[config.mk]
export PLATFORM = sky130hd
export DESIGN_NAME = traffic_phase_sequencer
export DESIGN_NICKNAME = d
export VERILOG_FILES = /design/src/rtl/traffic_phase_sequencer.sv
export SDC_FILE = /design/constraint.sdc
export NUM_CORES = 1
export LEC_CHECK = 0
export BUFFER_PORTS_ARGS = -buffer_cell sky130_fd_sc_hd__buf_2
export CORE_MARGIN = 2
export CORE_UTILIZATION = 50
export CTS_CLUSTER_SIZE = 40
export DETAILED_ROUTE_END_ITERATION = 12
export PLACE_DENSITY = 0.71
export SYNTH_ARGS = -nofsm -noshare
export SYNTH_HDL_FRONTEND = slang
export SYNTH_SLANG_ARGS = --single-unit
[constraint.sdc]
create_clock -name clk -period 2.7 [get_ports clk]
set_input_delay 0.81 -clock clk [delete_from_list [all_inputs] [get_ports clk]]
set_output_delay 0.81 -clock clk [all_outputs]
set_load 0.01 [all_outputs]
[src/rtl/traffic_phase_sequencer.sv]
// Highway / country-road junction phase sequencer with pedestrian latch and emergency preempt.
// Lamps, walk and state are decoded from registered state only (Moore).
module traffic_phase_sequencer #(
  parameter int CNT_W      = 8,
  parameter int MIN_GREEN  = 10,
  parameter int Y_TIME     = 3,
  parameter int R_TIME     = 2,
  parameter int CMAX_GREEN = 8,
  parameter int PED_TIME   = 6
) (
  input  logic       clk,
  input  logic       reset,
  input  logic       tick,
  input  logic       x,
  input  logic       ped_req,
  input  logic       emerg,
  output logic [1:0] Hwy,
  output logic [1:0] Cnrty,
  output logic       walk,
  output logic       ped_ack,
  output logic [2:0] state
);

  typedef enum logic [2:0] {
    S_HG  = 3'd0,
    S_HY  = 3'd1,
    S_AR1 = 3'd2,
    S_CG  = 3'd3,
    S_CY  = 3'd4,
    S_AR2 = 3'd5,
    S_PED = 3'd6
  } state_e;

  localparam logic [1:0] LAMP_RED    = 2'b00;
  localparam logic [1:0] LAMP_YELLOW = 2'b01;
  localparam logic [1:0] LAMP_GREEN  = 2'b10;

  state_e           state_q, state_d;
  logic [CNT_W-1:0] timer_q, timer_d;
  logic             ped_pend_q, ped_pend_d;
  logic             ped_ack_q, ped_ack_d;
  logic             expire;

  // Timer is loaded with D-1 so a phase lasts exactly D ticks.
  function automatic logic [CNT_W-1:0] load_val(input state_e s);
    case (s)
      S_HG:         return CNT_W'(MIN_GREEN - 1);
      S_HY, S_CY:   return CNT_W'(Y_TIME - 1);
      S_AR1, S_AR2: return CNT_W'(R_TIME - 1);
      S_CG:         return CNT_W'(CMAX_GREEN - 1);
      S_PED:        return CNT_W'(PED_TIME - 1);
      default:      return CNT_W'(MIN_GREEN - 1);
    endcase
  endfunction

  assign expire = tick && (timer_q == '0);

  always_comb begin
    state_d    = state_q;
    timer_d    = timer_q;
    ped_pend_d = ped_pend_q | ped_req;
    ped_ack_d  = 1'b0;

    if (tick && (timer_q != '0)) begin
      timer_d = timer_q - CNT_W'(1);
    end

    case (state_q)
      S_HG: begin
        if (!emerg && expire && (x || ped_pend_q)) state_d = S_HY;
      end
      S_HY: begin
        if (expire) state_d = S_AR1;
      end
      S_AR1: begin
        if (expire) begin
          if (emerg)           state_d = S_AR2;
          else if (ped_pend_q) state_d = S_PED;
          else if (x)          state_d = S_CG;
          else                 state_d = S_HG;
        end
      end
      S_CG: begin
        if (emerg || (tick && !x) || expire) state_d = S_CY;
      end
      S_CY: begin
        if (expire) state_d = S_AR2;
      end
      S_AR2: begin
        if (expire) state_d = S_HG;
      end
      S_PED: begin
        // Preempt abandons the walk without acknowledging, so the request stays pending.
        if (emerg) begin
          state_d = S_AR2;
        end else if (expire) begin
          state_d    = x ? S_CG : S_HG;
          ped_pend_d = ped_req;
          ped_ack_d  = 1'b1;
        end
      end
      default: state_d = S_HG;
    endcase

    // Holding green under preempt restarts the minimum green once it clears.
    if (state_d != state_q) begin
      timer_d = load_val(state_d);
    end else if ((state_q == S_HG) && emerg) begin
      timer_d = load_val(S_HG);
    end
  end

  always_ff @(posedge clk) begin
    if (reset) begin
      state_q    <= S_HG;
      timer_q    <= CNT_W'(MIN_GREEN - 1);
      ped_pend_q <= 1'b0;
      ped_ack_q  <= 1'b0;
    end else begin
      state_q    <= state_d;
      timer_q    <= timer_d;
      ped_pend_q <= ped_pend_d;
      ped_ack_q  <= ped_ack_d;
    end
  end

  always_comb begin
    Hwy   = LAMP_RED;
    Cnrty = LAMP_RED;
    case (state_q)
      S_HG:    Hwy   = LAMP_GREEN;
      S_HY:    Hwy   = LAMP_YELLOW;
      S_CG:    Cnrty = LAMP_GREEN;
      S_CY:    Cnrty = LAMP_YELLOW;
      default: ;
    endcase
  end

  assign walk    = (state_q == S_PED);
  assign ped_ack = ped_ack_q;
  assign state   = state_q;

endmodule
==> reports/summary.txt <==
WS Path Type: reg2reg
Initial core utilization: 53.1%
Required time worst endpoint: 2.88 ns
Avg WL per Cell: 14.3 um
Post-DP Area: 1170 um^2
Vias in the first global route: 967
RR Startpoint: timer_q[0]
Worst VDD drop: 0.303 mV
Hold WS: 0.582 ns
Setup Skew: 0.000905 ns
Reported max-cap violation count: 0
Ys async rst share: 0%
Die Ht: 49.7 um
Ant. Diodes: 0
Fin crit period: 2.53 ns
Top post-synthesis cells by area: dfxtp_1 (25%), xnor2_1 (5.9%), or4b_4 (4.0%)
Area Overhead vs Synth: 14.5%
Hold buffers post-CTS: 0
Critical Path End Type: flop
Unrepaired setup endpoints after global routing: false
Remaining global-route overflow: 0
Residual DRC: 0
Post-CTS Setup Inserts: 0
Filler cell count: 213
Syn Area/Cell: 8.21 um^2
Clock power share: 34.5%
Final worst slack: 0.173 ns
Antenna-violating nets left: 0
# clock sinks: 13
Hold Crit Depth: 2
Most frequent cells in the layout: buf_2 (14), dfxtp_1 (13), nor2_1 (10)
Total CTS buffers: 3
Reg2reg setup slack: 0.17 ns
Via count: 1,059
Multi-input gate area: 721 um^2
Row count: 16
Die Wd: 49.7 um
Seq. cell area: 260 um^2
Switching share of power: 26.1%
R2R depth: 8
HP Class: reg2reg
Sequential power share: 54.0%
Clk buf depth: 2
GRT Util Overall: 23.3%
Post-synth EDFFs: 0
Hold_sp: ped_pend_q
Fin nets: 158
Vias/cell: 6.02
Post-synth top flop: dfxtp_1
Achievable Freq: 0.396 GHz
Int Power: 272 uW
Post-synthesis mux area share: 0.960%
Crit Path Max Fanout: 4
# IOs: 15
R2r endpoint: timer_q[0]
Post-synth top area cell: dfxtp_1
CP arrival: 2.70 ns
Clock slew at reported path FFs: 0.08 ns
Synth cell types: 44
Slew @ Worst Pin: 0.600 ns
Psw: 96.0 uW
Final wirelength: 2510 um
Starting DRT DRC Count: 33
Pwr Density: 308 nW/um^2
Clock latency at the later pin of the worst-skew pair: 0.29 ns
Register area share after synthesis: 25.0%
Post-Synth XOR/XNOR Area: 6.72%
Core box area: 1960 um^2
Yosys Warn Count: 0
Leak Pwr: 0.484 nW
CTS tree: yes
Commonest non-fill, non-tap cell in the layout: buf_2
Cts repair resizes: 0
# setup viols final: 0
Status: complete, no violations
Design area: 1190 um^2
Fin. Hold Viols: 0
Total power: 368 uW
Die area: 2470 um^2
RD Place Congestion: 0.919
Syn Inst Count: 127
Detailed Place HPWL: 1950 um
Mapped Area: 1040 um^2
Synthesized net count: 135
Max-slew headroom: 60.0%
Worst setup SP type: flop
Combinational Power Share: 11.5%
Flops & latches, synth: 13
Post-Place Worst Slack: -0.0480 ns
Slew Viols, Final: 0
WHS Endpoint: ped_pend_q
Port bufs: 14
First-pass GRT wire length: 4390 um
Initial antenna violation count: 0
CTS root buf: clkbuf_4
Adder-Cell Fraction of Synth Area: 2.40%
Largest net degree at the start of global routing: 21
Final Cycle Share: 93.6%
Post-synthesis simple-gate area fraction: 38.7%
Largest family of logic cells by synthesized area: simple AND/OR/NAND/NOR gates
CTS HTree Levels: 1
DR pass1 iterations: 4
Synth top area share: 25.0%
Synth Area in Compound Gates: 20.4%
Ratio of cells with drive above 1 in the final layout: 27.5%
cells by family after synthesis:
kind of cell | after synthesis
XOR/XNOR | 8
AND/OR/NAND/NOR | 66
adder cells (fa/ha/maj) | 2
flip-flops | 13
multiplexers | 1
buffers and inverters | 9
AO/OA/AOI/OAI | 28
through the flow:
stage	util, %	instances	TNS, ns
after floorplan	-	127	0
after global routing	60.8	176	0
after CTS	60.8	176	0
after detailed placement	59.5	172	-0.0480
after global placement	59.5	172	-0.0268
final	60.8	176	0
per-layer routing:
| metal | up-vias | wire (um) | GRT usage, % |
|---|---|---|---|
| met2 | 52 | 1100 | 34.9 |
| met4 | 0 | 34 | 9.72 |
| met5 | - | 0 | 0 |
| met3 | 3 | 189 | 6.06 |
| li1 | 515 | - | - |
| met1 | 489 | 1190 | 31.4 |
power by group through the flow:
stage               Combinational, mW  Clock, mW  Sequential, mW
global route                   0.0468      0.144           0.199
finish                         0.0424      0.127           0.199
global placement               0.0407          0           0.203
detailed placement             0.0417          0           0.203
CTS                            0.0421      0.127           0.199
floorplan                      0.0258          0           0.202
cell type report:
class	count	share of cell area (%)
clock buffer	4	2.20
tap	27	2.83
multi-input combinational	105	60.4
timing repair buffer	23	11.5
inverter	4	1.26
sequential	13	21.8
flip-flops by register name, summed over array words and instances, names as in the netlist:
register / flops
timer_q: 8
ped_ack: 1
state: 3
ped_pend_q: 1
critical path: stages, from the launching register on:
cell	delay (ns)
dfxtp_1	0.34
inv_1	0.10
ha_1	0.17
or4b_4	0.49
or4b_4	0.56
o22ai_2	0.15
or3_4	0.16
nor2_2	0.05
o41a_1	0.39
cells in the mapped netlist (all sizes together) (2+ instances only):
cell type	number
nand3	6
or4b	3
nand2	9
nor2	11
o31ai	3
a31oi	3
and3	5
a22oi	2
nor3	6
nand4	3
clkbuf	4
o211ai	3
inv	4
nor3b	4
and2	4
ha	2
a21oi	5
xnor2	7
or2	3
or3	2
o21ai	4
dfxtp	13
nor2b	4
how the worst max path moves through the flow:
stage                from          to  slack, ns  depth (start not counted)
2_1_floorplan        tick  timer_q[0]       0.08                          6
3_3_place_gp         tick  timer_q[0]      -0.03                          7
3_5_place_dp         tick  timer_q[0]      -0.05                          7
4_1_cts        timer_q[0]  timer_q[0]       0.18                          8
5_1_grt        timer_q[0]  timer_q[0]       0.07                          8
6_report       timer_q[0]  timer_q[0]       0.17                          8
(Power assumes the default switching activity.)
